--- src/rtl/relprime_pkg.sv ---
// relprime_pkg
//   Shared constants and types for the relatively-prime search engine.
//   WIDTH  : operand / result width
//   M_INIT : first candidate m tried for every request
//   state_t: FSM states of relprime_seq
package relprime_pkg;

    localparam int WIDTH = 16;
    localparam logic [WIDTH-1:0] M_INIT = WIDTH'(2);

    typedef enum logic [2:0] {
        IDLE,
        LOAD,
        GCD,
        CHECK,
        NEXT,
        DONE
    } state_t;

endpackage : relprime_pkg

--- src/rtl/relprime_seq_gcd_sub_unit.sv ---
// gcd_sub_unit
//   Subtractive Euclid datapath: one subtraction per clock.
//   Ports:
//     CLK, reset : rising-edge clock, asynchronous active-high reset
//     load       : a <= a_init, b <= b_init
//     step       : subtract the smaller register from the larger one
//     a_init     : value loaded into a (the operand n)
//     b_init     : value loaded into b (the candidate m)
//     eq         : a == b, i.e. a holds gcd(a_init, b_init)
//     result     : current value of a
module gcd_sub_unit
    import relprime_pkg::*;
(
    input  logic             CLK,
    input  logic             reset,
    input  logic             load,
    input  logic             step,
    input  logic [WIDTH-1:0] a_init,
    input  logic [WIDTH-1:0] b_init,
    output logic             eq,
    output logic [WIDTH-1:0] result
);

    logic [WIDTH-1:0] a;
    logic [WIDTH-1:0] b;

    // NOTE: registers are written with non-blocking assignments so every
    // flop samples the pre-edge values; blocking here would let a and b
    // see each other's freshly updated values within the same edge.
    always_ff @(posedge CLK or posedge reset) begin
        if (reset) begin
            a <= '0;
            b <= '0;
        end else if (load) begin
            a <= a_init;
            b <= b_init;
        end else if (step) begin
            // Both stay nonzero: only the strictly larger one is reduced.
            if (a > b) begin
                a <= a - b;
            end else if (b > a) begin
                b <= b - a;
            end
        end
    end

    assign eq     = (a == b);
    assign result = a;

endmodule : gcd_sub_unit

--- src/rtl/relprime_seq.sv ---
// relprime_seq
//   On an accepted start, latches n and returns the smallest m >= 2 with
//   gcd(n, m) = 1, trying candidates m = 2, 3, ... with subtractive Euclid.
//   Ports:
//     CLK            : rising-edge clock
//     reset          : asynchronous active-high reset
//     register_value : operand n, sampled only when a start is accepted
//     start          : request, level-sampled; must go low before re-arming
//     out            : result m, held until the next accepted start
//     done           : one-cycle pulse when out/err become valid
//     busy           : high from accepted start through the done cycle
//     err            : set with done when n = 0 (no answer exists)
module relprime_seq
    import relprime_pkg::*;
(
    input  logic             CLK,
    input  logic             reset,
    input  logic [WIDTH-1:0] register_value,
    input  logic             start,
    output logic [WIDTH-1:0] out,
    output logic             done,
    output logic             busy,
    output logic             err
);

    state_t           state;
    logic [WIDTH-1:0] n;
    logic [WIDTH-1:0] m;
    logic             armed;

    logic             gcd_eq;
    logic [WIDTH-1:0] gcd_result;

    gcd_sub_unit u_gcd (
        .CLK    (CLK),
        .reset  (reset),
        .load   (state == LOAD),
        .step   (state == GCD),
        .a_init (n),
        .b_init (m),
        .eq     (gcd_eq),
        .result (gcd_result)
    );

    always_ff @(posedge CLK or posedge reset) begin
        if (reset) begin
            state <= IDLE;
            n     <= '0;
            m     <= '0;
            out   <= '0;
            done  <= 1'b0;
            busy  <= 1'b0;
            err   <= 1'b0;
            armed <= 1'b1;
        end else begin
            done <= 1'b0;

            // Seeing start low anywhere re-arms; acceptance clears it, so
            // a start held across completion cannot retrigger.
            if (!start) begin
                armed <= 1'b1;
            end

            case (state)
                IDLE: begin
                    if (start && armed) begin
                        armed <= 1'b0;
                        n     <= register_value;
                        m     <= M_INIT;
                        busy  <= 1'b1;
                        if (register_value == '0) begin
                            out   <= '0;
                            err   <= 1'b1;
                            done  <= 1'b1;
                            state <= DONE;
                        end else begin
                            state <= LOAD;
                        end
                    end
                end

                LOAD: state <= GCD;

                GCD: begin
                    if (gcd_eq) begin
                        state <= CHECK;
                    end
                end

                CHECK: begin
                    if (gcd_result == WIDTH'(1)) begin
                        out   <= m;
                        err   <= 1'b0;
                        done  <= 1'b1;
                        state <= DONE;
                    end else begin
                        state <= NEXT;
                    end
                end

                // gcd(n, n+1) = 1 stops the search before m can wrap.
                NEXT: begin
                    m     <= m + WIDTH'(1);
                    state <= LOAD;
                end

                DONE: begin
                    busy  <= 1'b0;
                    state <= IDLE;
                end

                default: state <= IDLE;
            endcase
        end
    end

endmodule : relprime_seq

--- config.mk ---
export PLATFORM = sky130hd
export DESIGN_NAME = relprime_seq
export DESIGN_NICKNAME = d
export VERILOG_FILES = /design/src/rtl/relprime_pkg.sv /design/src/rtl/relprime_seq_gcd_sub_unit.sv /design/src/rtl/relprime_seq.sv
export SDC_FILE = /design/constraint.sdc
export NUM_CORES = 1
export LEC_CHECK = 0
export ABC_AREA = 0
export BUFFER_PORTS_ARGS = -buffer_cell sky130_fd_sc_hd__buf_2
export CORE_MARGIN = 5
export CORE_UTILIZATION = 66
export CTS_CLUSTER_DIAMETER = 30
export DETAILED_ROUTE_END_ITERATION = 6
export PLACE_DENSITY = 0.86
export SYNTH_ARGS = -nofsm -noshare
export SYNTH_HDL_FRONTEND = slang
export SYNTH_SLANG_ARGS = --single-unit
export TNS_END_PERCENT = 50
--- constraint.sdc ---
create_clock -name CLK -period 5.9 [get_ports CLK]
set_input_delay 0.59 -clock CLK [delete_from_list [all_inputs] [get_ports CLK]]
set_output_delay 0.59 -clock CLK [all_outputs]
set_load 0.01 [all_outputs]
### After elaboration in Yosys (flattened, before gate mapping)

Index checks and enable logic that the tools add are counted.

* bits in registers: 87

* magnitude comparators: 2
* muxes and demuxes: 31
* reduce and logical (&&, ||, !) cells: 16
* add/sub/neg operators: 3
* equal/unequal tests: 12

Operators with widths (count)
* 16-bit 2-to-1 mux: 11
* 16-bit case mux with 2 select lines: 2
* 16-bit > comparator: 2
* 16-bit subtractor: 2
* 16-bit by 1-bit adder with 16-bit output, second input constant: 1
* 16-bit by 1-bit == test with 1-bit output, second input constant: 1
* 16-bit == test: 1
* 16-bit logical NOT: 1
* 3-bit case mux with 5 select lines: 1
* 2-bit nonzero test: 6
* 1-bit 2-to-1 mux: 11
* 2-bit AND reduction: 5
* 3-bit 2-to-1 mux: 3
* 2-bit != test, second input constant: 4
* 3-bit by 2-bit == test with 1-bit output, second input constant: 2
* 3-bit == test, second input constant: 2
* 1-bit case mux with 2 select lines: 3
* 4-bit AND reduction: 1
* 3-bit by 1-bit == test with 1-bit output, second input constant: 1
* 3-bit logical NOT: 1
* 3-bit AND reduction: 1
* 2-bit by 1-bit != test with 1-bit output, second input constant: 1
* 1-bit logical AND: 1

### Longest topological paths before layout

Gate-level depths: netlist of the first run.

* word-level depth: 5
* depth in mapped cells: 11
* depth with buffers taken out: 9

### By module

A second synthesis of the first run with hierarchy kept.

* cells, all modules: 659
* area, all modules: 6020.8 µm²

Modules (own cells, without submodules)
* gcd_sub_unit: seq. area each 800.8 µm², instances 1, cells an instance 431, area an instance 3468.3 µm²
* relprime_seq: seq. area each 1377.6 µm², instances 1, cells an instance 228, area an instance 2552.4 µm²

### Worst setup path after synthesis of the first run

OpenSTA, ideal clock, no wires.

* kind: register to register
* start point: register u_gcd.a[0] (netlist: u_gcd.result[0])
* end point: register u_gcd.b[15]
* arrival: 2.548 ns
* data required time: 5.774 ns
* stages on the path, launching flop included: 10
* slack: 3.226 ns
* cell sequence: dfrtp_1 > ha_1 > fa_1 > nand2b_1 > a211o_1 > a211oi_2 > o41a_1 > buf_2 > a21oi_1 > a221o_1

* word-level cells in the longest chain between the ends: 5

Ends and longest elaborated chain
* start, declared: line relprime_seq_gcd_sub_unit.sv:24 `logic [WIDTH-1:0] a;`
* start signal, assigned: line relprime_seq_gcd_sub_unit.sv:35 `a <= a_init;`
* start signal, assigned: line relprime_seq_gcd_sub_unit.sv:40 `a <= a - b;`
* 16-bit subtractor: line relprime_seq_gcd_sub_unit.sv:42 `b <= b - a;`
* 16-bit 2-to-1 mux: line relprime_seq_gcd_sub_unit.sv:41 `end else if (b > a) begin`
* 16-bit 2-to-1 mux: line relprime_seq_gcd_sub_unit.sv:39 `if (a > b) begin`
* 16-bit 2-to-1 mux: line relprime_seq_gcd_sub_unit.sv:37 `end else if (step) begin`
* 16-bit 2-to-1 mux: line relprime_seq_gcd_sub_unit.sv:34 `end else if (load) begin`
* end signal, assigned: line relprime_seq_gcd_sub_unit.sv:36 `b <= b_init;`
* end signal, assigned: line relprime_seq_gcd_sub_unit.sv:42
* end, declared: line relprime_seq_gcd_sub_unit.sv:25 `logic [WIDTH-1:0] b;`

Several ways; a longest one is shown, not always the timed one. The select of a mux whose other input is x is not followed.
A chain may end at the register's enable or synchronous reset.

### Worst setup path after layout of the first run

* start point: register u_gcd.a[14] (netlist: u_gcd.result[14])
* end point: register u_gcd.a[11] (netlist: u_gcd.result[11])

* word-level cells in the longest chain between the ends: 3

Ends and longest elaborated chain (line)
* 16-bit > comparator: relprime_seq_gcd_sub_unit.sv:39
* 2-bit nonzero test (no source line)
* 2-bit AND reduction (no source line)

Every way passes these cells.

==> run_results.csv, run 1 <==
group,metric,value,unit
layout,seqCellArea,2180,µm²
layout,drive_gt1_frac,0.111,
outcome,status,"finished, final reports clean",
synth,synth_compound_area_frac,0.222,
synth,synth-xor-area-share,0.0237,
run,cap_violations,0,
die,fp-row-count,33,
synth,yosysSeqAreaShare,0.392,
synth,yosysWarnings,0,
timing,setup_viol,0,
power_and_ir_drop,intPower,764,µW
detailed_routing,routed_wl,16.1,mm
synth,synth_top_family_by_area,"compound AO/OA/AOI/OAI gates",
layout,fillCellCount,627,
placed_design,placedCellCount,744,
timing,fmax,0.267,GHz
detailed_routing,route.vias.total,5197,
layout,multiInputGateArea,3090,µm²
synth,synth_edf_count,0,
grt,grt.total_usage,0.325,
synth,synth_top_area_share,0.388,
setup_path,cp_max_fo,15,
synth,synthesis.area,5550,µm²
synth,synth-simple-area-share,0.212,
power_and_ir_drop,power_frac_seq,0.587,
synth,synth-adder-area-share,0.0816,
detailed_routing,drt_first_pass_iters,7,
placed_design,place_congestion,0.979,
power_and_ir_drop,power.leakage,2.98,nW
detailed_routing,drcViolationCount,0,
setup_path,cp-start-kind,"register",
layout,layout.nets,704,
power_and_ir_drop,vdd.ir_drop.worst,0.000186,V
grt,grt_max_degree,88,
setup_path,crit_path_end_kind,"register",
power_and_ir_drop,p_clk_frac,0.392,
die,coreArea,8220,µm²
min_path,hold_path_class,"in2reg",
layout,syn2layout_area_growth,7.33,%
clock_network,cts-resized-gates,0,
min_path,hold_end,"armed",
setup_path,reg2reg_depth,8,
timing,rsz0062_at_grt,"false",
clock_network,clk_pin_slew,100,ps
clock_network,cts_tree,"done",
synth,syn_avg_cell_area,8.81,µm²
grt,first_global_vias,4966,
synth,async_flop_share,1.00,
clock_network,cts_made_buffers,9,
synth,synthMuxAreaShare,0.0165,
clock_network,clk-insertion-delay-late,360,ps
clock_network,cts_root_buf,"clkbuf_8",
setup_path,r2r-start,"u_gcd.result[14]",
timing,fin_crit_sh,0.634,
min_path,holdPathStages,2,
clock_network,post_cts_buffers,0,
setup_path,path_class,"reg2reg",
die,pin_count,38,
power_and_ir_drop,p_switching,251,µW
timing,min_period,3740,ps
synth,synth.area.top_cells,"dfrtp_1, ha_1, nand2_1, a221o_1, inv_1",
timing,hold_viol_final,0,
synth,syn_inst,630,
setup_path,cp.arrival,3970,ps
detailed_routing,first_iter_violations,486,
detailed_routing,wire_per_inst,21.2,µm
timing,fin_skew,14.1,ps
timing,report.final.slew_viol_count,0,
min_path,hp-start,"start",
power_and_ir_drop,p_per_area,170,nW/µm²
placed_design,dpl.hpwl,11.9,mm
setup_path,timing.rr.end,"u_gcd.result[11]",
synth,synth_nets,684,
timing,fin_setup_tns,0,ps
layout,antenna_cells,0,
placed_design,port_buffers,37,
clock_network,htreeDepth,3,
synth,synth_top_area_cell,"dfrtp_1",
grt,grt-ovfl-total,0,
clock_network,cts_buffer_depth,2,
die,fp.dieArea,10300,µm²
power_and_ir_drop,power_frac_comb,0.020,
grt,antenna_found_initial,0,
synth,synth_seq_cells,87,
setup_path,rrSetupSlack,2160,ps
layout,fin_cells,760,
detailed_routing,viasPerCell,6.84,
die,die_h,102,µm
timing,worstMarginPinSlew,1080,ps
die,die-width,102,µm
die,initial_core_util,0.675,
setup_path,required,6130,ps
synth,synth_ff_type,"dfrtp_1",
placed_design,placed_cell_area,5770,µm²
layout,fin_area,5960,µm²
synth,synthDistinctLibCells,63,
clock_network,cts.sinks,87,
detailed_routing,final_antenna_net_count,0,
grt,grt_pass1_wl,25.8,mm
power_and_ir_drop,switching_share,0.247,
timing,relSlewSlack,0.279,
clock_network,cts_hold_buf,0,
[critical path, stage by stage (launching register included)]
cell and delay (ps):
dfrtp_1 490, inv_1 70, ha_1 460, nand4_1 300, nor4_1 130, nor3_1 840
o21a_1 640, nor2_2 250, a221o_1 420
[worst max path at each step]
stage | start | to | slack, ps | cells after the start
final | u_gcd.result[14] | u_gcd.result[11] | 2160 | 8
after CTS | u_gcd.result[14] | u_gcd.result[11] | 2250 | 8
after global placement | u_gcd.result[13] | u_gcd.result[11] | 2310 | 8
after global routing | u_gcd.result[14] | u_gcd.result[11] | 2100 | 8
after floorplan | reset | busy | 3060 | 1
after detailed placement | u_gcd.result[13] | u_gcd.result[15] | 2330 | 8
[through the flow]
stage	total power, mW	utilization	setup slack [ps]	hold WS, ps
4_1_cts	1.02	0.725	2250	402
2_1_floorplan	0.617	-	3060	437
6_report	1.01	0.725	2160	410
3_5_place_dp	0.629	0.702	2330	465
5_1_grt	1.05	0.725	2100	407
3_3_place_gp	0.628	0.702	2310	454
[cell usage after synthesis, drive strengths merged (6+ instances only)]
master / instances
nand4: 11
nor4: 12
a21oi: 28
clkbuf: 23
a22o: 16
xnor2: 11
nand2: 110
o31ai: 8
o21ai: 25
a211o: 7
dfrtp: 86
o21a: 7
inv: 40
buf: 10
nand3: 18
nand2b: 12
a211oi: 11
a21o: 8
a31oi: 6
a221o: 15
nor2: 33
ha: 33
and2: 10
o211ai: 10
mux2i: 8
nor3: 11
[power groups by stage]
stage          combinational [mW]  sequential, mW  clock [mW]
2_1_floorplan             0.00953           0.608           0
5_1_grt                    0.0240           0.596       0.428
3_3_place_gp               0.0207           0.608           0
4_1_cts                    0.0215           0.596       0.401
3_5_place_dp               0.0215           0.608           0
6_report                   0.0208           0.596       0.398
[cells by family (layout without fill, tap and decap cells)]
kind of cell,after synthesis,after routing
AO/OA/AOI/OAI,166,166
XOR/XNOR,15,15
adder cells (fa/ha/maj),35,35
buffers and inverters,73,98
flip-flops,87,87
multiplexers,9,9
AND/OR/NAND/NOR,245,245
[state kept, by name, summed over array words and instances, names as in the netlist]
signal / flops
armed: 1
busy: 1
done: 1
err: 1
m: 16
n: 16
out: 16
state: 3
u_gcd.b: 16
u_gcd.result: 16
[layout make-up]
type,count,share of cell area
multi-input cells,470,0.518
inverters,40,0.0254
clock inverters,7,0.0103
well taps,105,0.0221
flip-flops and latches,87,0.366
repair buffers,42,0.0374
clock buffers,9,0.0208
[routing by layer]
metal	up-vias	global-route usage	routed length, µm
li1	2309	-	-
met3	54	0.0606	1380
met2	303	0.510	7480
met4	0	0.142	631
met1	2531	0.441	6600
met5	-	0	0
[layout by cell type (no fill, tap or decap), types with 15 or more instances in the layout]
cell type | synthesis | layout
nand2_1 | 110 | 110
dfrtp_1 | 86 | 86
inv_1 | 40 | 39
buf_2 | 6 | 37
ha_1 | 33 | 33
nor2_1 | 30 | 30
a21oi_1 | 28 | 28
o21ai_0 | 23 | 23
nand3_1 | 18 | 18
a22o_1 | 16 | 16
a221o_1 | 15 | 15
(Power assumes the default switching activity.)
==> inputs of run 2 (changes only) <==
--- a/config.mk
+++ b/config.mk
@@ -5,13 +5,13 @@
 export SDC_FILE = /design/constraint.sdc
 export NUM_CORES = 1
 export LEC_CHECK = 0
-export ABC_AREA = 0
+export ABC_AREA = 1
 export BUFFER_PORTS_ARGS = -buffer_cell sky130_fd_sc_hd__buf_2
 export CORE_MARGIN = 5
-export CORE_UTILIZATION = 66
+export CORE_UTILIZATION = 56
 export CTS_CLUSTER_DIAMETER = 30
 export DETAILED_ROUTE_END_ITERATION = 6
-export PLACE_DENSITY = 0.86
+export PLACE_DENSITY = 0.77
 export SYNTH_ARGS = -nofsm -noshare
 export SYNTH_HDL_FRONTEND = slang
 export SYNTH_SLANG_ARGS = --single-unit
==> constraint.sdc (replaced) <==
create_clock -name CLK -period 3.1 [get_ports CLK]
set_input_delay 0.31 -clock CLK [delete_from_list [all_inputs] [get_ports CLK]]
set_output_delay 0.31 -clock CLK [all_outputs]
set_load 0.01 [all_outputs]
==> run 2 against run 1 <==
Compared with the run above:
- register-to-register slack lost 1600 ps
- first-iteration DRC count decreased by 2.7%
- die area is 27% higher
- critical path type unchanged
==> run_results.csv, run 2 <==
group,metric,value,unit
detailed_routing,wl_met3,957,µm
clock_network,cts.sinks,87,
min_path,hold_path_class,"in2async",
timing,fin_setup_tns,0,ps
synth,synthesis.area,6110,µm²
timing,fin_skew,10.8,ps
layout,multiInputGateArea,3230,µm²
power_and_ir_drop,p_per_area,1180,nW/µm²
die,initial_core_util,0.569,
timing,rsz0062_at_grt,"false",
synth,synth.area.top_cells,"dfrtp_1, nand2_1, inv_1, nand3_1, ha_1",
setup_path,timing.rr.end,"u_gcd.result[5]",
detailed_routing,first_iter_violations,473,
placed_design,dpl.hpwl,12.1,mm
layout,layout_commonest_cell,"nand2_1",
clock_network,cts_tree,"done",
grt,grt_max_degree,51,
clock_network,post_cts_buffers,0,
setup_path,path_class,"reg2reg",
clock_network,cts_made_buffers,9,
synth,synth_top_area_share,0.352,
synth,synth_compound_area_frac,0.0766,
die,fp.dieArea,13100,µm²
setup_path,required,3410,ps
setup_path,critical-path-top-delay-family,"simple AND/OR/NAND/NOR gates",
layout,syn2layout_area_growth,6.78,%
setup_path,cpPeakStageDelay,450,ps
clock_network,cts_buffer_depth,2,
synth,synth_top_area_cell,"dfrtp_1",
layout,fillCellCount,1061,
layout,postLayoutCoreUtil,0.607,
grt,antenna_found_initial,0,
synth,synth-adder-area-share,0.0741,
synth,async_flop_share,1.00,
timing,hold_viol_final,0,
placed_design,port_buffers,37,
synth,yosys-top-cells-count,"nand2_1, inv_1, nand3_1",
detailed_routing,maxUsedRoutingLayer,"met4",
grt,grt-ovfl-total,0,
layout,drive_gt1_frac,0.126,
timing,worstMarginPinSlew,885,ps
synth,syn_avg_cell_area,7.06,µm²
die,fp-row-count,38,
power_and_ir_drop,p_clk_frac,0.095,
synth,yosysSeqAreaShare,0.356,
power_and_ir_drop,vdd.ir_drop.worst,0.000620,V
power_and_ir_drop,switching_share,0.544,
clock_network,cts_hold_buf,0,
synth,synth_nets,920,
layout,mostFrequentLayoutCells,"nand2_1, inv_1, nand3_1",
detailed_routing,drt-met1-wl,7.34,mm
power_and_ir_drop,power.leakage,3.48,nW
die,die-width,114,µm
timing,min_period,2490,ps
timing,whs,101,ps
detailed_routing,wire_per_inst,15.1,µm
synth,synthMuxAreaShare,0.00164,
setup_path,crit_chain,"inv_1 > ha_1 > fa_1 > inv_1 > nand3_1 > nand2_1 > nand2_1 > nand2_2 > nand2_2 > nand2_2 > nand2_4 > inv_4 > nand3_1 > nand3_1",
setup_path,slowest_stage,"dfrtp_1",
timing,fmax,0.401,GHz
timing,setup_viol,0,
clock_network,cts-resized-gates,0,
grt,grt_pass1_wl,26.2,mm
grt,first_global_vias,5380,
setup_path,cp_max_fo,12,
detailed_routing,viasPerCell,5.34,
detailed_routing,final_antenna_net_count,0,
synth,yosysWarnings,0,
setup_path,crit_path_end_kind,"register",
synth,synth-xor-area-share,0.0143,
clock_network,clk_pin_slew,90,ps
timing,report.final.slew_viol_count,0,
timing,fin_crit_sh,0.805,
synth,synthDistinctLibCells,40,
setup_path,reg2reg_depth,14,
power_and_ir_drop,intPower,3.50,mW
clock_network,htreeDepth,3,
setup_path,r2r-start,"u_gcd.result[0]",
synth,synth_ff_type,"dfrtp_1",
synth,synth_seq_cells,87,
synth,synth_top_family_by_area,"simple AND/OR/NAND/NOR gates",
layout,seqCellArea,2180,µm²
run,cap_violations,0,
synth,synth_edf_count,0,
die,coreArea,10700,µm²
synth,synth_most_common_cell,"nand2_1",
setup_path,cp-start-kind,"register",
layout,antenna_cells,0,
synth,syn_inst,866,
layout,layout.nets,948,
power_and_ir_drop,power_frac_seq,0.238,
die,pin_count,38,
timing,relSlewSlack,0.409,
detailed_routing,routed_wl,15.7,mm
detailed_routing,drcViolationCount,0,
synth,synth-simple-area-share,0.361,
detailed_routing,route.vias.total,5548,
die,die_h,114,µm
clock_network,clk-insertion-delay-late,370,ps
setup_path,rrSetupSlack,610,ps
grt,grt.total_usage,0.253,
setup_path,cp.arrival,2800,ps
outcome,status,"finished, final reports clean",
clock_network,cts_root_buf,"clkbuf_8",
power_and_ir_drop,p_switching,4.18,mW
detailed_routing,wl_met2,7.04,mm
detailed_routing,drt_first_pass_iters,5,
placed_design,place_congestion,0.998,
setup_path,path_buf_inv,3,
power_and_ir_drop,power_frac_comb,0.668,
[run 2: how the worst max path moves through the flow]
stage	start	end	slack, ps	cells past startpoint
floorplan	reset	busy	540	1
global placement	u_gcd.result[0]	u_gcd.result[5]	700	14
detailed placement	u_gcd.result[0]	u_gcd.result[5]	650	14
CTS	u_gcd.result[0]	u_gcd.result[5]	630	14
global route	u_gcd.result[0]	u_gcd.result[5]	480	14
finish	u_gcd.result[0]	u_gcd.result[5]	610	14
[run 2: cell families after synthesis]
group	Yosys count
xor gates and xnor gates	10
adders and majority gates	35
and+or+nand+nor	477
AOI/OAI and AO/OA	88
buffers and inverters	168
muxes	1
DFF	87
[run 2: final cells by class]
cell class	count	area share
Multi-Input combinational cell	611	0.495
Clock buffer	12	0.0222
Clock inverter	3	0.00307
Sequential cell	87	0.334
Timing Repair Buffer	42	0.0360
Tap cell	140	0.0268
Inverter	143	0.0828
[run 2: per-layer routing]
metal	global-route usage	vias to the layer above
li1	-	2787
met1	0.365	2582
met2	0.389	154
met3	0.0322	25
met4	0.0982	0
met5	0	-
[run 2: metrics by stage]
| step | instances | power (mW) | worst slack, ps | cell area, µm² |
|---|---|---|---|---|
| 3_5_place_dp | 1023 | 6.87 | 654 | 6360 |
| 5_1_grt | 1038 | 8.42 | 479 | 6530 |
| 3_3_place_gp | 1023 | 6.83 | 701 | 6360 |
| 4_1_cts | 1038 | 7.64 | 629 | 6530 |
| 6_report | 1038 | 7.68 | 605 | 6530 |
| 2_1_floorplan | 866 | 5.80 | 541 | 6110 |
[run 2: power groups by stage]
stage | clock (mW) | combinational (mW) | sequential (mW)
detailed placement | 0 | 5.03 | 1.84
CTS | 0.737 | 5.08 | 1.82
floorplan | 0 | 4.06 | 1.74
global route | 0.784 | 5.77 | 1.87
finish | 0.728 | 5.13 | 1.83
global placement | 0 | 5.00 | 1.83
==> inputs of run 3 (changes only) <==
==> constraint.sdc (replaced) <==
create_clock -name CLK -period 2.2 [get_ports CLK]
set_input_delay 0.22 -clock CLK [delete_from_list [all_inputs] [get_ports CLK]]
set_output_delay 0.22 -clock CLK [all_outputs]
set_load 0.01 [all_outputs]
==> run 3 against run 2 <==
Compared with the run above:
- critical endpoint is now u_gcd.result[1]
- clock-buffer cell count up 1
- sequential share of layout area fell by 2.9 points
- clock skew is essentially flat
- combinational power rose by 72%
- core utilization up 5.8 points
- via count up 7.0%
- worst setup slack worse by 560 ps
- power is 63% higher
- sequential cell count stayed put
- largest power group unchanged
- register-to-register slack worse by 560 ps
- final area grew 9.6%
- critical path type unchanged
==> run_results.csv, run 3 (synthesized netlist as in run 2, its figures left out) <==
group,metric,value,unit
outcome,status,"finished, final reports clean",
setup_path,crit_path_end_kind,"register",
layout,antenna_cells,0,
setup_path,rrSetupSlack,50,ps
placed_design,dpl.hpwl,12.9,mm
setup_path,crit_chain,"inv_2 > ha_4 > fa_2 > inv_2 > nand3_2 > nand2_2 > nand2_2 > nand2_4 > nand2_4 > nand2_4 > nand2_8 > nor2_1 > nor2_1 > o21ai_0",
layout,fillCellCount,943,
layout,drive_gt1_frac,0.205,
layout,fin_area,7150,µm²
detailed_routing,route.vias.total,5936,
layout,syn2layout_area_growth,17.0,%
power_and_ir_drop,power.leakage,3.75,nW
detailed_routing,routed_wl,17.4,mm
timing,worstMarginPinSlew,758,ps
detailed_routing,viasPerCell,5.47,
clock_network,cts_made_buffers,9,
clock_network,clk-insertion-delay-late,360,ps
detailed_routing,drcViolationCount,0,
grt,grt-ovfl-total,0,
clock_network,cts_buffer_depth,2,
layout,mostFrequentLayoutCells,"nand2_1, inv_1, nand3_1",
setup_path,path_class,"reg2reg",
die,initial_core_util,0.569,
setup_path,slowest_stage,"dfrtp_1",
timing,whs,36.7,ps
die,fp.dieArea,13100,µm²
run,cap_violations,0,
setup_path,cp.arrival,2430,ps
timing,fin_crit_sh,0.978,
setup_path,cp-start-kind,"register",
min_path,holdPathStages,2,
grt,grt.total_usage,0.268,
grt,first_global_vias,5622,
setup_path,r2r-start,"u_gcd.result[0]",
die,coreArea,10700,µm²
grt,grt_max_degree,43,
timing,report.final.slew_viol_count,0,
timing,min_period,2150,ps
min_path,hold_end,"armed",
die,die-width,114,µm
setup_path,cp_max_fo,6,
timing,rsz0062_at_grt,"true",
clock_network,htreeDepth,3,
timing,fmax,0.465,GHz
setup_path,timing.rr.end,"u_gcd.result[1]",
setup_path,path_buf_inv,2,
timing,relSlewSlack,0.494,
setup_path,path_common_cell,"nand2_4",
timing,fin_skew,10.4,ps
min_path,hold_path_class,"in2reg",
timing,hold_viol_final,0,
clock_network,cts_tree,"done",
layout,layout.nets,995,
detailed_routing,wire_per_inst,16.0,µm
die,die_h,114,µm
detailed_routing,final_antenna_net_count,0,
power_and_ir_drop,p_total,12.5,mW
placed_design,port_buffers,37,
min_path,hp-start,"start",
clock_network,clk_pin_slew,90,ps
grt,antenna_found_initial,0,
power_and_ir_drop,vdd.ir_drop.worst,0.000914,V
die,pin_count,38,
detailed_routing,first_iter_violations,634,
die,fp-row-count,38,
layout,fin_cells,1086,
placed_design,placed_cell_area,6620,µm²
clock_network,cts_root_buf,"clkbuf_8",
setup_path,critical-path-top-delay-family,"simple AND/OR/NAND/NOR gates",
setup_path,cpPeakStageDelay,430,ps
detailed_routing,drt_first_pass_iters,7,
setup_path,reg2reg_depth,14,
placed_design,placedCellCount,1057,
layout,layout_commonest_cell,"nand2_1",
timing,setup_viol,0,
grt,grt_pass1_wl,27.7,mm
power_and_ir_drop,p_per_area,1750,nW/µm²
clock_network,cts.sinks,87,
setup_path,required,2480,ps
layout,postLayoutCoreUtil,0.665,
placed_design,place_congestion,0.999,
-- run 3: area by class of cell --
type / instances / area [µm²] / area share
multi-input combinational: 614 / 3460 / 0.484
sequential: 87 / 2180 / 0.305
timing repair buffer: 86 / 576 / 0.0805
inverter: 143 / 556 / 0.0777
tap: 140 / 175 / 0.0245
clock buffer: 13 / 159 / 0.0222
clock inverter: 3 / 42.5 / 0.00595
-- run 3: worst reg2reg max path, cell delays in order (launching register included) --
cell and delay [ps]:
dfrtp_1 430, inv_2 80, ha_4 170, fa_2 370, inv_2 70, nand3_2 60, nand2_2 80, nand2_2 70
nand2_4 120, nand2_4 70, nand2_4 80, nand2_8 100, nor2_1 200, nor2_1 70, o21ai_0 90
-- run 3: per-stage QoR --
step | TNS (ps) | setup WS, ps
after floorplan | 0 | 200
after global placement | 0 | 35.0
after detailed placement | -238 | -62.8
after CTS | 0 | 2.63
after global routing | -370 | -55.4
final | 0 | 48.0
-- run 3: layer usage --
layer / global-route usage / vias up / part of all wire
li1: - / 2881 / -
met1: 0.372 / 2745 / 0.43
met2: 0.417 / 250 / 0.46
met3: 0.0396 / 60 / 0.068
met4: 0.115 / 0 / 0.041
met5: 0 / - / 0
-- run 3: how the worst max path moves through the flow --
stage	startpoint	endpoint	slack, ps	depth (start not counted)
floorplan	u_gcd.result[0]	u_gcd.b[1]	200	13
global placement	u_gcd.result[2]	u_gcd.result[15]	40	12
detailed placement	u_gcd.result[0]	u_gcd.result[5]	-60	14
CTS	u_gcd.b[0]	u_gcd.b[10]	3	14
global route	u_gcd.result[0]	u_gcd.result[1]	-60	14
finish	u_gcd.result[0]	u_gcd.result[1]	50	14
-- run 3: power breakdown --
group	internal (mW)	leakage [nW]	switching [mW]
logic	3.26	2.60	5.55
clock network	0.587	0.0996	0.571
registers	2.12	1.04	0.446
-- run 3: repair_timing --
action,in CTS,in global routing
gates resized for setup,7,48
setup endpoints to repair,25,34
pin swaps,1,15
hold buffers,1,0
cloned,0,3
setup buffers,1,8
hold endpoints to repair,25,0
